<file path="config.mk">
export PLATFORM = sky130hd
export DESIGN_NAME = regwrite_pipe
export DESIGN_NICKNAME = d
export VERILOG_FILES = /design/src/rtl/regwrite_pipe_pkg.sv /design/src/rtl/regwrite_pipe_stage.sv /design/src/rtl/regwrite_pipe.sv
export SDC_FILE = /design/constraint.sdc
export NUM_CORES = 1
export LEC_CHECK = 0
export CAP_MARGIN = 20
export CORE_MARGIN = 3
export CORE_UTILIZATION = 40
export DETAILED_ROUTE_END_ITERATION = 16
export GPL_TIMING_DRIVEN = 0
export PLACE_DENSITY = 0.6
export SYNTH_ARGS = -nofsm -noshare
export SYNTH_HDL_FRONTEND = slang
export SYNTH_HIERARCHICAL = 1
export SYNTH_SLANG_ARGS = --single-unit
</file>
<file path="constraint.sdc">
create_clock -name clk -period 2 [get_ports clk]
set_input_delay 0.5 -clock clk [delete_from_list [all_inputs] [get_ports clk]]
set_output_delay 0.5 -clock clk [all_outputs]
set_load 0.02 [all_outputs]
</file>
<file path="src/rtl/regwrite_pipe_pkg.sv">
`default_nettype none
// ============================================================================
// Module   : regwrite_pkg
// Brief    : Shared types and helpers for the register-write control pipeline.
// Revision : 1.0 - initial release
// ============================================================================
package regwrite_pkg;

    localparam int PKG_SEL_W = 2;
    localparam int PKG_RD_W  = 5;

    // Architectural zero register; writes to it are architecturally discarded.
    localparam logic [PKG_RD_W-1:0] XZR_ADDR = '1;

    typedef struct packed {
        logic                 v;
        logic                 wr;
        logic [PKG_SEL_W-1:0] sel;
        logic [PKG_RD_W-1:0]  rd;
    } wb_ctrl_t;

    function automatic int stage_idx_w(input int depth);
        return $clog2(depth);
    endfunction

endpackage
`default_nettype wire

</file>
<file path="src/rtl/regwrite_pipe_stage.sv">
`default_nettype none
// ============================================================================
// Module   : regwrite_pipe_stage
// Brief    : One write-control stage with hold and valid-kill.
// Revision : 1.0 - initial release
// ============================================================================
module regwrite_pipe_stage
    import regwrite_pkg::*;
(
    input  logic     clk,
    input  logic     rst_n_i,
    input  logic     hold_i,
    input  logic     kill_i,
    input  wb_ctrl_t d_i,
    output wb_ctrl_t q_o
);

    wb_ctrl_t stage_d;
    wb_ctrl_t stage_q;

    // Kill only clears valid; the payload follows the normal hold/load path.
    always_comb begin
        stage_d = hold_i ? stage_q : d_i;
        if (kill_i) begin
            stage_d.v = 1'b0;
        end
    end

    always_ff @(posedge clk or negedge rst_n_i) begin
        if (!rst_n_i) begin
            stage_q <= '0;
        end else begin
            stage_q <= stage_d;
        end
    end

    assign q_o = stage_q;

endmodule
`default_nettype wire

</file>
<file path="src/rtl/regwrite_pipe.sv">
`default_nettype none
// ============================================================================
// Module   : regwrite_pipe
// Brief    : DEPTH-stage register-write control delay line with stall, flush
//            and youngest-producer hazard queries.
// Options  : REGWRITE_PIPE_XZR_FILTER_EN - drop writes to XZR at entry.
// Revision : 1.0 - initial release
// ============================================================================
module regwrite_pipe
    import regwrite_pkg::*;
#(
    parameter  int DEPTH = 4,
    parameter  int SEL_W = PKG_SEL_W,
    parameter  int RD_W  = PKG_RD_W,
    parameter  int NQ    = 2,
    parameter  int KILL  = 2,
    localparam int SW    = stage_idx_w(DEPTH)
)(
    input  logic                clk,
    input  logic                reset,        // asynchronous, active-low
    input  logic                valid_i,
    input  logic                RegWrt,
    input  logic [SEL_W-1:0]    RegWData,
    input  logic [RD_W-1:0]     Rd,
    input  logic                stall,
    input  logic                flush,
    input  logic [NQ*RD_W-1:0]  q_rd,
    output logic [NQ-1:0]       q_hit,
    output logic [NQ*SW-1:0]    q_stage,
    output logic                RegWrtO,
    output logic [SEL_W-1:0]    RegWDataO,
    output logic [RD_W-1:0]     RdO
);

    wb_ctrl_t stage_q [DEPTH];
    wb_ctrl_t entry_d;
    wb_ctrl_t tail_q;
    logic     wr_in;

`ifdef REGWRITE_PIPE_XZR_FILTER_EN
    // A write to XZR is dropped here so it can neither commit nor raise a hit.
    assign wr_in = RegWrt & (Rd != XZR_ADDR);
`else
    assign wr_in = RegWrt;
`endif

    assign entry_d = '{v: valid_i, wr: wr_in, sel: RegWData, rd: Rd};

    for (genvar s = 0; s < DEPTH; s++) begin : g_stage
        wb_ctrl_t stage_d;

        if (s == 0) begin : g_head
            assign stage_d = entry_d;
        end else begin : g_body
            assign stage_d = stage_q[s-1];
        end

        regwrite_pipe_stage u_stage (
            .clk     (clk),
            .rst_n_i (reset),
            .hold_i  (stall),
            .kill_i  (flush && (s < KILL)),
            .d_i     (stage_d),
            .q_o     (stage_q[s])
        );
    end

    // Stall gates the strobe so an entry parked in the last stage commits once.
    assign tail_q    = stage_q[DEPTH-1];
    assign RegWrtO   = tail_q.v & tail_q.wr & ~stall;
    assign RegWDataO = tail_q.sel;
    assign RdO       = tail_q.rd;

    for (genvar k = 0; k < NQ; k++) begin : g_query
        logic [RD_W-1:0]  addr;
        logic [DEPTH-1:0] match;
        logic [SW-1:0]    idx;

        assign addr = q_rd[k*RD_W +: RD_W];

        always_comb begin
            for (int s = 0; s < DEPTH; s++) begin
                match[s] = stage_q[s].v & stage_q[s].wr & (stage_q[s].rd == addr);
            end
        end

        // Scan oldest to youngest so the youngest producer overwrites last.
        always_comb begin
            idx = '0;
            for (int s = DEPTH - 1; s >= 0; s--) begin
                if (match[s]) begin
                    idx = SW'(s);
                end
            end
        end

        assign q_hit[k]             = |match;
        assign q_stage[k*SW +: SW]  = idx;
    end

endmodule
`default_nettype wire

</file>
Word level (Yosys, flattened, before mapping) --
Index checks and enable logic that the tools add are counted.
Storage, ports and cells: register bits 36, logic and storage cells 53
Cells by class: equal/unequal tests 9, muxes and demuxes 12, bitwise operators 14, reduce and logical (&&, ||, !) cells 2
Operators by type and width (count):
- == test 5 bit | 8
- two-way mux 9 bit | 2
- two-way mux 2 bit | 8
- bitwise AND 1 bit | 13
- OR reduction 4 bit | 2
- two-way mux 1 bit | 2
- inequality test 2 x 1 -> 1 bit, second input constant | 1
- NOT 1 bit | 1

Longest topological paths before layout --
depth after elaboration 6, gate-level depth with buffers 5

Hierarchy --
Netlist, hierarchy kept.
By module, submodules not included:
- regwrite_pipe_stage | cells an instance 20, times used 4, area an instance 370.4 sq um, sequential area each 225.2 sq um
- regwrite_pipe | cells an instance 75, times used 1, area an instance 613.1 sq um, sequential area each 0.0 sq um

Least setup slack after synthesis --
Ideal clock, no wire load.
path kind input to output, from input q_rd[1], to output q_stage[0], stages 5, buffers on the path 1, data required time 1.500 ns, arrival 1.546 ns, path slack -0.046 ns, path through buf_6 -> xor2_2 -> nor4_4 -> o2111ai_1 -> a21oi_1
On the way: word-level cells in the longest chain between the ends 6
Ends and longest elaborated chain:
- from (decl) | line regwrite_pipe.sv:27 | input logic [NQ*RD_W-1:0] q_rd,
- == test 5 bit | line regwrite_pipe.sv:83 | match[s] = stage_q[s].v & stage_q[s].wr & (stage_q[s].rd == addr);
- bitwise AND 1 bit | line regwrite_pipe.sv:83
- two-way mux 2 bit (3 in series) | line regwrite_pipe.sv:91 | if (match[s]) begin
- two-way mux 2 bit (*) | line regwrite_pipe.sv:91
- to (decl) | line regwrite_pipe.sv:29 | output logic [NQ*SW-1:0] q_stage,
Every way passes the cells marked *; elsewhere a longest branch is shown, timed or not.

Worst setup path after layout --
from register, netlist name g_stage[3].u_stage/q_o[0], to output q_stage[1]
On the way: word-level cells in the longest chain between the ends 6
Ends and longest elaborated chain (line):
- == test 5 bit | regwrite_pipe.sv:83
- bitwise AND 1 bit | regwrite_pipe.sv:83
- two-way mux 2 bit (4 in series) | regwrite_pipe.sv:91
Every way passes these cells.

==> results.sh <==
export IMPL_status="finished with violations"
export IMPL_violations="setup timing"
export IMPL_start_util_pct=42.92
export IMPL_insertion_delay_ns=0.28
export IMPL_worst_pin_slew_ns=0.7950
export IMPL_min_path_type="in2async"
export IMPL_ir_drop_uv=375.9
export IMPL_power_total_mw=2.294
export IMPL_drive_gt1_share_pct=45.19
export IMPL_cts_sinks=36
export IMPL_yosysSeqAreaShare_pct=43.01
export IMPL_yosysWarnings=6
export IMPL_placed_area_sq_mm=0.002521
export IMPL_finalSetupViolCount=6
export IMPL_power_density_mw_per_mm2=831.1
export IMPL_grt_max_degree=37
export IMPL_dp_hpwl_um=3255
export IMPL_cp_slowest_stage_delay_ns=0.43
export IMPL_detail_route_wirelength_um=4307
export IMPL_antenna_cells=0
export IMPL_tritoncts="yes"
export IMPL_path_class="reg2out"
export IMPL_cp_slowest_cell="dfrtp_2"
export IMPL_coreArea_sq_mm=0.004880
export IMPL_cts_made_buffers=5
export IMPL_drv_slew=0
export IMPL_cp_end_kind="primary output"
export IMPL_synth_area_top_cells="dfrtp_1 43%, mux2_4 23%, xnor2_1 10%"
export IMPL_drc=0
export IMPL_finClkSkew_ns=0.007077
export IMPL_timing_slew_headroom_pct=47.00
export IMPL_largest_reg_flops=36
export IMPL_critPathLaunchType="flop"
export IMPL_synth_distinct_cells=24
export IMPL_path_max_fanout=2
export IMPL_vias=1345
export IMPL_synth_top_cell_area_share_pct=43.01
export IMPL_hold_viol_final=0
export IMPL_critPathBufInv=1
export IMPL_synth_top_area_cell="dfrtp_1"
export IMPL_grt_ovfl_total=0
export IMPL_area_growth_pct=31.78
export IMPL_io_buffer_count=34
export IMPL_wl_per_cell_um=15.66
export IMPL_clkTransAtPathRegs_ns=0.07
export IMPL_design_area_sq_mm=0.002760
export IMPL_clock_path_buffers=2
export IMPL_die_x_um=78.36
export IMPL_crit_chain="xor2_2 -> nor4_4 -> nand3_1 -> a211oi_2 -> buf_4"
export IMPL_cts_max_level=2
export IMPL_synth_seq_cells=36
export IMPL_fmax_ghz=0.4464
export IMPL_leakage_nw=1.217
export IMPL_grtUsageTotal_pct=15.37
export IMPL_ant_nets=0
export IMPL_via_per_inst=4.891
export IMPL_cp_required_ns=1.50
export IMPL_period_share_pct=112.0
export IMPL_postSynthAreaPerCell_sq_um=13.51
export IMPL_drtPass1Iterations=4
export IMPL_rsz0062_at_grt="yes"
export IMPL_antenna_found_initial=0
export IMPL_core_rowCount=25
export IMPL_fin_util_pct=56.56
export IMPL_period_needed_ns=2.240
export IMPL_crit_family="simple AND/OR/NAND/NOR gates"
export IMPL_drtIter0Drc=29
export IMPL_grt_pass1_vias=1423
export IMPL_max_cap_violations=0
export IMPL_globalplace_congestion=0.8264
export IMPL_num_io_pins=37
export IMPL_die_y_um=78.36
export IMPL_synthesis_instances=155
export IMPL_cp_arrival_ns=1.74
export IMPL_n_fill_cell=433
export IMPL_setup_slack_ns=-0.2400
export IMPL_die_area_sq_mm=0.006140
export IMPL_layout_nets=230
export IMPL_clockRootBuffer="clkbuf_8"
export IMPL_grt_pass1_wl_um=7348
export IMPL_syn_cell_area_sq_mm=0.002095
==> synth_stat cells <==
master / n
a211oi_2: 2
a21oi_1: 2
and2_1: 1
and3_1: 2
buf_2: 1
buf_6: 5
conb_1: 1
dfrtp_1: 36
mux2_4: 32
mux2i_1: 4
nand2_1: 2
nand3_1: 6
nand4_1: 4
nand4b_1: 2
nor2_1: 4
nor2b_1: 1
nor3_1: 2
nor4_1: 2
nor4_4: 2
o2111ai_1: 2
or2_1: 2
xnor2_1: 24
xor2_1: 15
xor2_2: 1
==> path summary, 6_finish.rpt <==
path / startpoint / to / slack (ns) / cells past startpoint
setup / recovery: g_stage[3].u_stage/q_o[0] / q_stage[1] / -0.24 / 5
hold / removal: reset / g_stage[0].u_stage/q_o[5] / 0.30 / 1
setup reg to reg: g_stage[1].u_stage/q_o[2] / g_stage[1].u_stage/q_o[2] / 0.85 / 4
hold reg to reg: g_stage[0].u_stage/q_o[5] / g_stage[1].u_stage/q_o[5] / 0.51 / 1
max in group asynchronous: reset / g_stage[0].u_stage/q_o[0] / 1.15 / 1
min in group clk: g_stage[0].u_stage/q_o[5] / g_stage[1].u_stage/q_o[5] / 0.51 / 1
==> cells by family (layout without fill, tap and decap cells) <==
| group | Yosys count | in the layout | synth area share (%) |
|---|---|---|---|
| AND/OR/NAND/NOR | 30 | 30 | 9.438 |
| flip-flops | 36 | 36 | 43.01 |
| AO/OA/AOI/OAI | 6 | 6 | 2.509 |
| XOR/XNOR | 40 | 40 | 17.09 |
| other | 1 | 2 | 0.1790 |
| buffers and inverters | 6 | 58 | 2.927 |
| multiplexers | 36 | 36 | 24.85 |
==> area by class of cell <==
class,instances,area (sq um),area share (%)
clock buffers,6,72.57,2.629
plain buffers,6,61.31,2.221
well taps,67,83.83,3.037
flip-flops and latches,36,907.1,32.86
clock inverters,2,35.03,1.269
repair buffers,44,372.9,13.51
multi-input cells,114,1227,44.47
==> layout by cell type, fill, tap and decap left out, drive strengths merged, types with 4 or more instances in the layout <==
master	Yosys	routed
nand3	6	6
xnor2	24	24
clkbuf	0	6
nor2	4	4
nor4	4	4
buf	6	30
xor2	16	16
mux2	32	32
mux2i	4	4
dfrtp	36	36
nand4	4	4
clkdlybuf4s50	0	18
==> power breakdown <==
group	switching [mW]	internal, mW	leakage, nW
logic	0.283	0.416	0.736
clock network	0.247	0.370	0.0552
registers	0.131	0.847	0.426
total	0.661	1.63	1.22
==> per-stage QoR <==
stage / hold slack (ns) / instances / setup slack, ns / TNS [ns]
6_report: 0.3009 / 275 / -0.2400 / -1.225
5_1_grt: 0.3533 / 275 / -0.3290 / -1.729
4_1_cts: 0.3225 / 271 / -0.2846 / -1.233
3_5_place_dp: 0.4965 / 257 / -1.169 / -6.909
3_3_place_gp: 0.4901 / 257 / -1.111 / -18.86
2_1_floorplan: 0.2044 / 156 / -0.03672 / -0.03672
==> worst register-to-register path, cell delays in order, from the launching register on <==
cell and delay (ns):
dfrtp_1 0.41, buf_4 0.14, buf_4 0.12, buf_4 0.12
mux2_4 0.24
==> per-layer routing <==
layer / GRT usage, % / vias up / wire (um)
met2: 24.57 / 31 / 2114
met3: 4.243 / 4 / 161
met4: 3.846 / 0 / 36
met5: 0 / - / 0
li1: - / 643 / -
met1: 20.66 / 667 / 1995
==> timing repair <==
| action | CTS | global route |
|---|---|---|
| pin swaps | 16 | 13 |
| buffers inserted | 6 | 4 |
| gates resized for setup | 73 | 18 |
| endpoints found under the setup margin | 7 | 6 |
| cloned | 0 | 0 |
| hold buffers | 0 | 0 |
Power figures use the tool's default switching activity.
